`config.mk`:
```
export PLATFORM = sky130hd
export DESIGN_NAME = mem_log_reader
export DESIGN_NICKNAME = d
export VERILOG_FILES = /design/src/rtl/mem_log_reader.sv
export SDC_FILE = /design/constraint.sdc
export NUM_CORES = 1
export LEC_CHECK = 0
export CORE_AREA = 2 2 117 119
export DETAILED_ROUTE_END_ITERATION = 7
export DIE_AREA = 0 0 119 121
export GPL_TIMING_DRIVEN = 0
export PLACE_DENSITY = 0.57
export SYNTH_ARGS = -nofsm -noshare
export SYNTH_HDL_FRONTEND = slang
export SYNTH_SLANG_ARGS = --single-unit
```
`constraint.sdc`:
```
create_clock -name clk -period 3.35 [get_ports clk]
set_input_delay 0.67 -clock clk [delete_from_list [all_inputs] [get_ports clk]]
set_output_delay 0.67 -clock clk [all_outputs]
set_load 0.02 [all_outputs]
```
`src/rtl/mem_log_reader.sv`:
```
// mem_log_reader: walks the mem_log capture memory from address 0 up to a
// latched last address once the log is full, and streams each {tx,rx} word
// out on a valid/ready interface with a last-word flag.
//
// All outputs are registered. Each transition loads the output values of the
// state it enters, so o_read is high for exactly the FETCH cycle, o_valid for
// exactly the SEND cycles, and so on.
module mem_log_reader #(
  parameter int NB_ADDR    = 15,
  parameter int NB_DATA    = 32,
  parameter int RD_LATENCY = 1     // 1..4 cycles from o_read to valid i_data
) (
  input  logic               clk,
  input  logic               rst,
  input  logic               i_start,
  input  logic               i_abort,
  input  logic [NB_ADDR-1:0] i_last_addr,
  input  logic               i_mem_full,
  output logic               o_read,
  output logic [NB_ADDR-1:0] o_address,
  input  logic [NB_DATA-1:0] i_data,
  output logic [NB_DATA-1:0] o_data,
  output logic               o_valid,
  input  logic               i_ready,
  output logic               o_last,
  output logic               o_busy,
  output logic               o_done
);

  // Wide enough for any supported latency; RD_LATENCY-1 is at most 3.
  localparam int NB_WAIT = 3;

  typedef enum logic [2:0] {
    ST_IDLE,
    ST_ARMED,
    ST_FETCH,
    ST_WAIT,
    ST_SEND,
    ST_DONE
  } state_t;

  state_t               r_state;
  logic [NB_ADDR-1:0]   r_cnt;
  logic [NB_ADDR-1:0]   r_last_addr;
  logic [NB_WAIT-1:0]   r_wait_cnt;
  logic                 r_read;
  logic [NB_ADDR-1:0]   r_address;
  logic [NB_DATA-1:0]   r_data;
  logic                 r_valid;
  logic                 r_last;
  logic                 r_busy;
  logic                 r_done;

  logic                 w_xfer;
  logic                 w_is_last;
  logic                 w_wait_end;

  // A beat leaves when the consumer accepts it.
  assign w_xfer     = r_valid && i_ready;
  // Exact equality against the latched bound: the walk ends before the
  // counter could ever wrap, even at full depth.
  assign w_is_last  = (r_cnt == r_last_addr);
  // Final WAIT cycle is the one on which the memory presents the word.
  assign w_wait_end = (r_wait_cnt == NB_WAIT'(RD_LATENCY - 1));

  // Control FSM with registered outputs; abort outranks every other request.
  always_ff @(posedge clk or posedge rst) begin
    if (rst) begin
      r_state     <= ST_IDLE;
      r_cnt       <= '0;
      r_last_addr <= '0;
      r_wait_cnt  <= '0;
      r_read      <= 1'b0;
      r_address   <= '0;
      r_data      <= '0;
      r_valid     <= 1'b0;
      r_last      <= 1'b0;
      r_busy      <= 1'b0;
      r_done      <= 1'b0;
    end else begin
      // o_read is a single-cycle strobe; only the FETCH entries raise it.
      r_read <= 1'b0;

      if (i_abort) begin
        // Drop everything, including a word waiting in SEND.
        r_state    <= ST_IDLE;
        r_cnt      <= '0;
        r_wait_cnt <= '0;
        r_valid    <= 1'b0;
        r_last     <= 1'b0;
        r_busy     <= 1'b0;
        r_done     <= 1'b0;
      end else begin
        case (r_state)
          ST_IDLE, ST_DONE: begin
            if (i_start) begin
              r_last_addr <= i_last_addr;
              r_cnt       <= '0;
              r_done      <= 1'b0;
              r_busy      <= 1'b1;
              if (i_mem_full) begin
                r_state   <= ST_FETCH;
                r_read    <= 1'b1;
                r_address <= '0;
              end else begin
                r_state   <= ST_ARMED;
              end
            end
          end

          ST_ARMED: begin
            // Hold off until mem_log has finished capturing.
            if (i_mem_full) begin
              r_state   <= ST_FETCH;
              r_read    <= 1'b1;
              r_address <= r_cnt;
            end
          end

          ST_FETCH: begin
            r_state    <= ST_WAIT;
            r_wait_cnt <= '0;
          end

          ST_WAIT: begin
            if (w_wait_end) begin
              r_data  <= i_data;
              r_valid <= 1'b1;
              r_last  <= w_is_last;
              r_state <= ST_SEND;
            end else begin
              r_wait_cnt <= r_wait_cnt + NB_WAIT'(1);
            end
          end

          ST_SEND: begin
            // r_data is untouched here, so it stays stable under backpressure.
            if (w_xfer) begin
              r_valid <= 1'b0;
              r_last  <= 1'b0;
              if (r_last) begin
                r_state <= ST_DONE;
                r_done  <= 1'b1;
                r_busy  <= 1'b0;
              end else begin
                r_cnt     <= r_cnt + NB_ADDR'(1);
                r_address <= r_cnt + NB_ADDR'(1);
                r_read    <= 1'b1;
                r_state   <= ST_FETCH;
              end
            end
          end

          default: begin
            r_state <= ST_IDLE;
            r_valid <= 1'b0;
            r_last  <= 1'b0;
            r_busy  <= 1'b0;
            r_done  <= 1'b0;
          end
        endcase
      end
    end
  end

  assign o_read    = r_read;
  assign o_address = r_address;
  assign o_data    = r_data;
  assign o_valid   = r_valid;
  assign o_last    = r_last;
  assign o_busy    = r_busy;
  assign o_done    = r_done;

endmodule

```
# Word level (Yosys, flattened, before mapping)
# Cells that the tools add are included.
dict set report op_classes {
  eq_ne 20
  n_bitwise 1
  muxes 43
  addsub 2
  reduce_logical 17
}
# cell n
set op_table {}
lappend op_table {{$mux W15} 7}
lappend op_table {{$pmux W15 S3} 1}
lappend op_table {{$pmux W15 S2} 1}
lappend op_table {{$mux W3} 8}
lappend op_table {{$ne A3 B3 Y1 const B} 7}
lappend op_table {{$mux W1} 18}
lappend op_table {{$add A15 B1 Y15 const B} 1}
lappend op_table {{$eq A15 B15 Y1} 1}
lappend op_table {{$pmux W1 S3} 5}
lappend op_table {{$pmux W3 S5} 1}
lappend op_table {{$reduce_and A4 Y1} 3}
lappend op_table {{$ne A2 B2 Y1 const B} 5}
lappend op_table {{$reduce_and A3 Y1} 3}
lappend op_table {{$reduce_bool A3 Y1} 3}
lappend op_table {{$reduce_and A7 Y1} 1}
lappend op_table {{$eq A3 B2 Y1 const B} 2}
lappend op_table {{$eq A3 B3 Y1 const B} 2}
lappend op_table {{$logic_not A3 Y1} 2}
lappend op_table {{$pmux W3 S2} 1}
lappend op_table {{$ne A2 B1 Y1 const B} 2}
lappend op_table {{$reduce_or A4 Y1} 1}
lappend op_table {{$add A3 B1 Y3 const B} 1}
lappend op_table {{$eq A3 B1 Y1 const B} 1}
lappend op_table {{$reduce_or A3 Y1} 1}
lappend op_table {{5 further kinds} 5}
dict set report word_totals {
  out_inout_bits 52
  inputBits 53
  word_cells 94
  ff_bits 88
}

# Longest topological paths before layout
# Gate-level depths: netlist of run 1.
dict set report logic_depth {
  ltp_word 5
  mapped_depth 7
}

# Least setup slack after synthesis of run 1
# OpenSTA, ideal clock, no wires.
dict set report synth_path {
  path_type {input to register}
  startpoint {in i_abort}
  endpoint {reg r_cnt[10]}
  t_arrival_ns 2.098
  cell_stages 6
  required_time_ns 3.255
  setup_slack_ns 1.156
  path_buffers 3
  cell_sequence {buf_6 -> or4b_1 -> buf_2 -> or3_4 -> buf_6 -> o31ai_1}
}
dict set report synth_via {
  elab_chain_cells 2
}
# element line_no
set synth_lines {}
lappend synth_lines {{from (decl)} 16} ;# input logic i_abort,
lappend synth_lines {{$ne A3 B3 Y1 (no line) / $reduce_bool A3 Y1 (equally long branches)} -}
lappend synth_lines {{$reduce_and A4 Y1 (no line)} -}
lappend synth_lines {{to (signal assigned)} 146} ;# r_cnt <= r_cnt + NB_ADDR'(1);
lappend synth_lines {{to (decl)} 43} ;# logic [NB_ADDR-1:0] r_cnt;
# Parallel ways exist; a longest one is shown, timed or not.
# A chain may end at the register's enable or synchronous reset.

# Worst setup path after layout of run 1
dict set report layout_path {
  startpoint {in i_start}
  endpoint {reg r_cnt[7]}
}
dict set report layout_via {
  elab_chain_cells 2
}
# element line_no
set layout_lines {}
lappend layout_lines {{from (decl)} 15} ;# input logic i_start,
lappend layout_lines {{$ne A3 B3 Y1 (no line)} -}
lappend layout_lines {{$reduce_and A4 Y1 (no line)} -}
# No other way between the ends.

==> out/metrics.cfg, run 1 <==
[sta]
layout_setup_ws_ns=0.823
finClkSkew_ns=0.00491
rsz0062_at_grt=false
drv_slew=0
relSlewSlack_pct=42.1
hold_violations=0
fin_setup_tns_ns=0
fin_crit_sh_pct=75.4
setup_viol=0
min_period_ns=2.53
fmax_ghz=0.396
max_slew.worst_pin.slew_ns=0.866

[floorplan]
rows=42
initial_core_util_pct=34.3
die_h_um=121
die-width_um=119
core_um2=13100
die-area_um2=14400
ios=105

[synth]
synthesis.nets=472
netlist_area_um2=4490
synthArstFlopShare_pct=100
ys_warn_count=0
seq_area_frac_synth_pct=49.0
postSynthAreaPerCell_um2=10.8
ys.flop_type=dfrtp_1
synthCells=416
synth_largest_area_cell=dfrtp_1
synth_seq_cells=88
synth.top_cell.area_share_pct=49.0
synth.distinct_cells=59
yosysMostFrequentCell=dfrtp_1
synth_top_cells_by_count=dfrtp_1, mux2_2, a21oi_1, o21ai_0, clkbuf_1
synth_edf_count=0
ys_top_cells_by_area=dfrtp_1, mux2_2, xnor2_1

[cells_and_area]
area_delta_synth_final_pct=36.2
fillCellCount=1240
drive_above_1_share_pct=17.2
utilization_pct=46.8
finalInstanceArea_um2=6120
antennaDiodeCount=0
nets=587

[global_routing]
track_usage_pct=17.3
grt_pass1_wl_um=19600
use_met1_pct=22.4
globalRoute.busiestLayer=met2
grt_use_met3_pct=5.97
antenna_found_initial=0
grt_max_degree=47
grt_pass1_vias=3788
grt.overflow.total=0
grt_util_met2_pct=26.9

[worst_hold_path]
min-delay-path-class=flop to flop
holdPathStages=1
worstHoldStart=o_data[13]
hold-path-endpoint=o_data[13]

[flow_run]
cap_violations=0

[critical_path]
ff2ff_path_depth=7
path_buf_inv=2
cpPeakStageDelay_ns=0.75
r2r_setup_slack_ns=1.08
cp.depth=6
path_class=primary input to flop
worstPathArrival_ns=2.76
critical_path.max_fanout=10
worstPathRequired_ns=3.58
worstPathCellList=clkdlybuf4s50_1 > nor2b_1 > a221oi_1 > buf_2 > o21ai_0 > o41ai_1
r2r-start=r_state[2]
cp_slowest_cell=a221oi_1
critPathTopFamily=compound AO/OA/AOI/OAI gates
critPathLaunchType=primary input
reg2reg_to=r_wait_cnt[1]
endpoint_kind=flop

[route]
drt.antenna.violating_nets=0
vias=3693
drtIter0Drc=156
post_drt_wl_per_cell_um=16.6
vias_per_cell=5.19
wl_um=11800
firstDrtPassIters=4
drc=0

[placement]
dpl_worst_slack_ns=0.531
io_buffers=103
dp_hpwl_um=8690
placed_cell_area_um2=5770
gp_congestion=0.899

[power]
p_leak_nw=2.50
peakVddDrop_mv=0.408
power_mw=4.13
power_density_nw_per_um2=675

[status]
status=completed

[cts]
clkLatencyLatePin_ns=0.34
cts_root_buffer=clkbuf_16
post_cts_buffers=0
cts.sinks=88
postCtsHoldBufs=0
clk_pin_slew_worst_paths_ns=0.07
htree_levels=3
cts_resized=0
numCtsBuffers=9
cts.path.max_buffers=2
cts_tree=built

==> layer usage <==
metal,part of all wire [%],vias up
li1,-,1763
met1,43,1756
met2,46,162
met3,9.8,12
met4,1.3,0
met5,0,-
==> cell families (layout without fill, tap and decap cells) <==
family	Yosys count	count (layout)	synth area share, %
mux	55	55	13.7
simple gates	97	97	12.7
fa+ha+maj	3	3	0.836
buf+inv	47	167	4.65
flops	88	88	49.0
xor+xnor	17	17	3.31
compound gates	109	109	15.8
==> cell usage in the layout, fill, tap and decap left out, types with 6 or more instances in the layout <==
master	count
buf_2	14
clkbuf_1	19
mux2_2	52
o21ai_0	23
nand4_1	6
dfrtp_1	88
inv_1	9
nand2_1	17
xnor2_1	17
nor2b_1	6
clkdlybuf4s50_1	103
a21oi_1	24
nor2_1	11
clkbuf_16	9
nand3_1	11
a31oi_1	16
o31ai_1	17
==> where the power goes <==
part           internal (mW)  total, mW  switching [mW]
clock network          0.735       1.17           0.438
registers               1.37       1.54           0.177
logic                  0.752       1.41           0.659
total                   2.85       4.13            1.27
==> flip-flops by register name, indices dropped and copies added, names as in the netlist <==
| register | count |
|---|---|
| r_cnt | 15 |
| o_done | 1 |
| r_state | 3 |
| r_wait_cnt | 3 |
| o_busy | 1 |
| o_valid | 1 |
| r_last_addr | 15 |
| o_read | 1 |
| o_data | 32 |
| o_address | 15 |
| o_last | 1 |
==> final cells by class <==
| cell class | instances | area [µm²] | area share, % |
|---|---|---|---|
| Buffer | 37 | 171 | 2.80 |
| Clock buffer | 10 | 229 | 3.74 |
| Clock inverter | 6 | 115 | 1.88 |
| Inverter | 10 | 40.0 | 0.654 |
| Multi-Input combinational cell | 281 | 2080 | 34.0 |
| Sequential cell | 88 | 2200 | 36.0 |
| Tap cell | 176 | 220 | 3.60 |
| Timing Repair Buffer | 104 | 1060 | 17.3 |
==> worst max-delay path by stage <==
stage	from	slack, ns	end
after floorplan	rst	0.40	o_address[0]
after global placement	rst	-1.08	o_address[9]
after detailed placement	i_start	0.53	r_cnt[7]
after CTS	i_ready	0.90	o_address[12]
after global routing	i_start	0.73	r_cnt[8]
final	i_start	0.82	r_cnt[7]
==> worst register-to-register path: stages (launching register included) <==
cell and delay, ns:
dfrtp_1 0.44, clkbuf_1 0.24, nor4bb_1 0.47, nand3b_1 0.22
buf_2 0.25, buf_2 0.22, a22oi_1 0.18, o22ai_1 0.11
==> stage by stage <==
stage                     hold slack (ns)  std cells
after floorplan                     0.501        416
after global routing                0.523        712
after detailed placement            0.484        696
after global placement              0.482        695
final                               0.506        712
after CTS                           0.507        712
Power figures use the tool's default switching activity.
==> inputs of run 2 (changes only) <==
--- a/config.mk
+++ b/config.mk
@@ -9,7 +9,7 @@
 export DETAILED_ROUTE_END_ITERATION = 7
 export DIE_AREA = 0 0 119 121
 export GPL_TIMING_DRIVEN = 0
-export PLACE_DENSITY = 0.57
+export PLACE_DENSITY = 0.6
 export SYNTH_ARGS = -nofsm -noshare
 export SYNTH_HDL_FRONTEND = slang
 export SYNTH_SLANG_ARGS = --single-unit
==> constraint.sdc (replaced) <==
create_clock -name clk -period 2.25 [get_ports clk]
set_input_delay 0.45 -clock clk [delete_from_list [all_inputs] [get_ports clk]]
set_output_delay 0.45 -clock clk [all_outputs]
set_load 0.02 [all_outputs]
==> run 2 against run 1 <==
Against the previous run: largest power group unchanged; setup slack got worse by 0.69 ns; total power increased by 49%; clock skew grew 0.0023 ns; critical endpoint is now r_cnt[4]; sequential power up 49%; non-clock buffer count unchanged; worst hold slack worse by 0.047 ns; final cell count did not move.
==> out/metrics.cfg, run 2 (same netlist as run 1, synthesis figures left out) <==
[status]
status=completed

[cts]
post_cts_buffers=0
clkLatencyLatePin_ns=0.34
cts_tree=built
cts.path.max_buffers=2
cts.sinks=88
numCtsBuffers=9
cts_root_buffer=clkbuf_16
clk_pin_slew_worst_paths_ns=0.06
htree_levels=3

[critical_path]
worstPathCellList=or4b_1 > buf_2 > or3_4 > buf_6 > o31ai_1
ff2ff_path_depth=5
reg2reg_to=r_cnt[4]
endpoint_kind=flop
r2r_setup_slack_ns=0.14
critical_path.max_fanout=10
cpPeakStageDelay_ns=0.52
worstPathRequired_ns=2.49
r2r-start=r_state[1]
critPathLaunchType=flop
path_class=flop to flop
worstPathArrival_ns=2.35
cp_slowest_cell=or4b_1

[route]
vias=3750
top_layer=met4
post_drt_wl_per_cell_um=16.4
vias_per_cell=5.27
wl_met2_um=5700
dr_wl_met3_um=921
drt.antenna.violating_nets=0
drc=0
wl_um=11700
firstDrtPassIters=5
drtIter0Drc=205
drt-met1-wl_um=4870

[cells_and_area]
largest_reg_flops=32
fin_cells=712
final_common_cell=clkdlybuf4s50_1
final_cell_mix=clkdlybuf4s50_1, dfrtp_1, mux2_2, a21oi_1, o21ai_0
nets=587
drive_above_1_share_pct=18.8
area_delta_synth_final_pct=37.6
antennaDiodeCount=0

[global_routing]
grt_max_degree=40
track_usage_pct=17.1
grt_pass1_wl_um=19400
grt_pass1_vias=3841
grt.overflow.total=0
antenna_found_initial=0

[power]
peakVddDrop_mv=0.614
p_leak_nw=2.53
power_mw=6.17
power_density_nw_per_um2=998

[sta]
relSlewSlack_pct=64.6
fin_setup_tns_ns=0
hold_violations=0
fmax_ghz=0.473
rsz0062_at_grt=false
fin_crit_sh_pct=93.9
setup_viol=0
finClkSkew_ns=0.00716
min_period_ns=2.11
drv_slew=0
max_slew.worst_pin.slew_ns=0.530
layout_setup_ws_ns=0.137

[floorplan]
ios=105
initial_core_util_pct=34.3
die-width_um=119
rows=42
die_h_um=121
core_um2=13100
die-area_um2=14400

[placement]
dp_hpwl_um=8820
dp_cells=697
gp_congestion=0.840
dpl_worst_slack_ns=-0.379
io_buffers=103

[worst_hold_path]
min-delay-path-class=primary input to async pin

[flow_run]
cap_violations=0

run 2: cell count changes in the layout (fill, tap and decap cells not counted), sizes merged:
| cell | delta |
|---|---|
| clkinv | +1 |
| inv | -3 |
| clkbuf | +2 |
| clkinvlp | +1 |
| buf | -1 |
run 2: how the worst max path moves through the flow:
| stage | startpoint | to | slack (ns) | cells after the start |
|---|---|---|---|---|
| detailed placement | i_ready | o_address[12] | -0.38 | 7 |
| floorplan | i_abort | r_cnt[10] | 0.28 | 6 |
| finish | r_state[1] | r_cnt[4] | 0.14 | 5 |
| global route | r_state[1] | r_cnt[10] | 0.03 | 5 |
| global placement | i_ready | o_address[12] | -0.35 | 7 |
| CTS | i_ready | o_address[7] | 0.02 | 6 |
run 2: area by class of cell:
type / instances / area (µm²)
clock buffers: 11 / 253
multi-input cells: 281 / 2120
plain buffers: 36 / 173
fillers: 1220 / 6900
inverters: 10 / 41.3
well taps: 176 / 220
clock inverters: 5 / 103
flip-flops and latches: 88 / 2200
repair buffers: 105 / 1070
run 2: per-layer routing:
layer | global-route usage, % | up-vias
met2 | 28.8 | 146
li1 | - | 1761
met5 | 0 | -
met3 | 6.06 | 15
met4 | 4.69 | 0
met1 | 20.7 | 1828
run 2: metrics by stage:
step	area [µm²]	utilization [%]	hold slack, ns
after CTS	6150	47.0	0.464
final	6180	47.2	0.458
after global routing	6180	47.2	0.502
after global placement	5750	43.9	0.478
after floorplan	4500	-	0.501
after detailed placement	5790	44.2	0.488
run 2: power by group:
group / leakage (nW) / switching, mW / internal, mW / total (mW)
Clock: 0.172 / 0.619 / 1.14 / 1.76
Sequential: 1.13 / 0.255 / 2.04 / 2.29
Combinational: 1.23 / 0.989 / 1.13 / 2.12
Total: 2.53 / 1.86 / 4.31 / 6.17
run 2: critical path, delay by kind of cell (launching register included):
kind                   cells  cell delay (ns)
flip-flops                 1             0.47
AO/OA/AOI/OAI              1             0.26
AND/OR/NAND/NOR            2             0.92
buffers and inverters      2             0.36
run 2: repair_timing:
item | CTS | global route
pin swaps | 0 | 1
endpoints found under the setup margin | 10 | 49
gates cloned | 0 | 0
resized for setup | 1 | 10
hold buffers | 0 | 0
==> inputs of run 3 (changes only) <==
--- a/config.mk
+++ b/config.mk
@@ -8,6 +8,7 @@
 export CORE_AREA = 2 2 117 119
 export DETAILED_ROUTE_END_ITERATION = 7
 export DIE_AREA = 0 0 119 121
+export GPL_ROUTABILITY_DRIVEN = 0
 export GPL_TIMING_DRIVEN = 0
 export PLACE_DENSITY = 0.6
 export SYNTH_ARGS = -nofsm -noshare
==> results of run 3 <==
Final layout, timing and power as in run 2 (identical DEF).
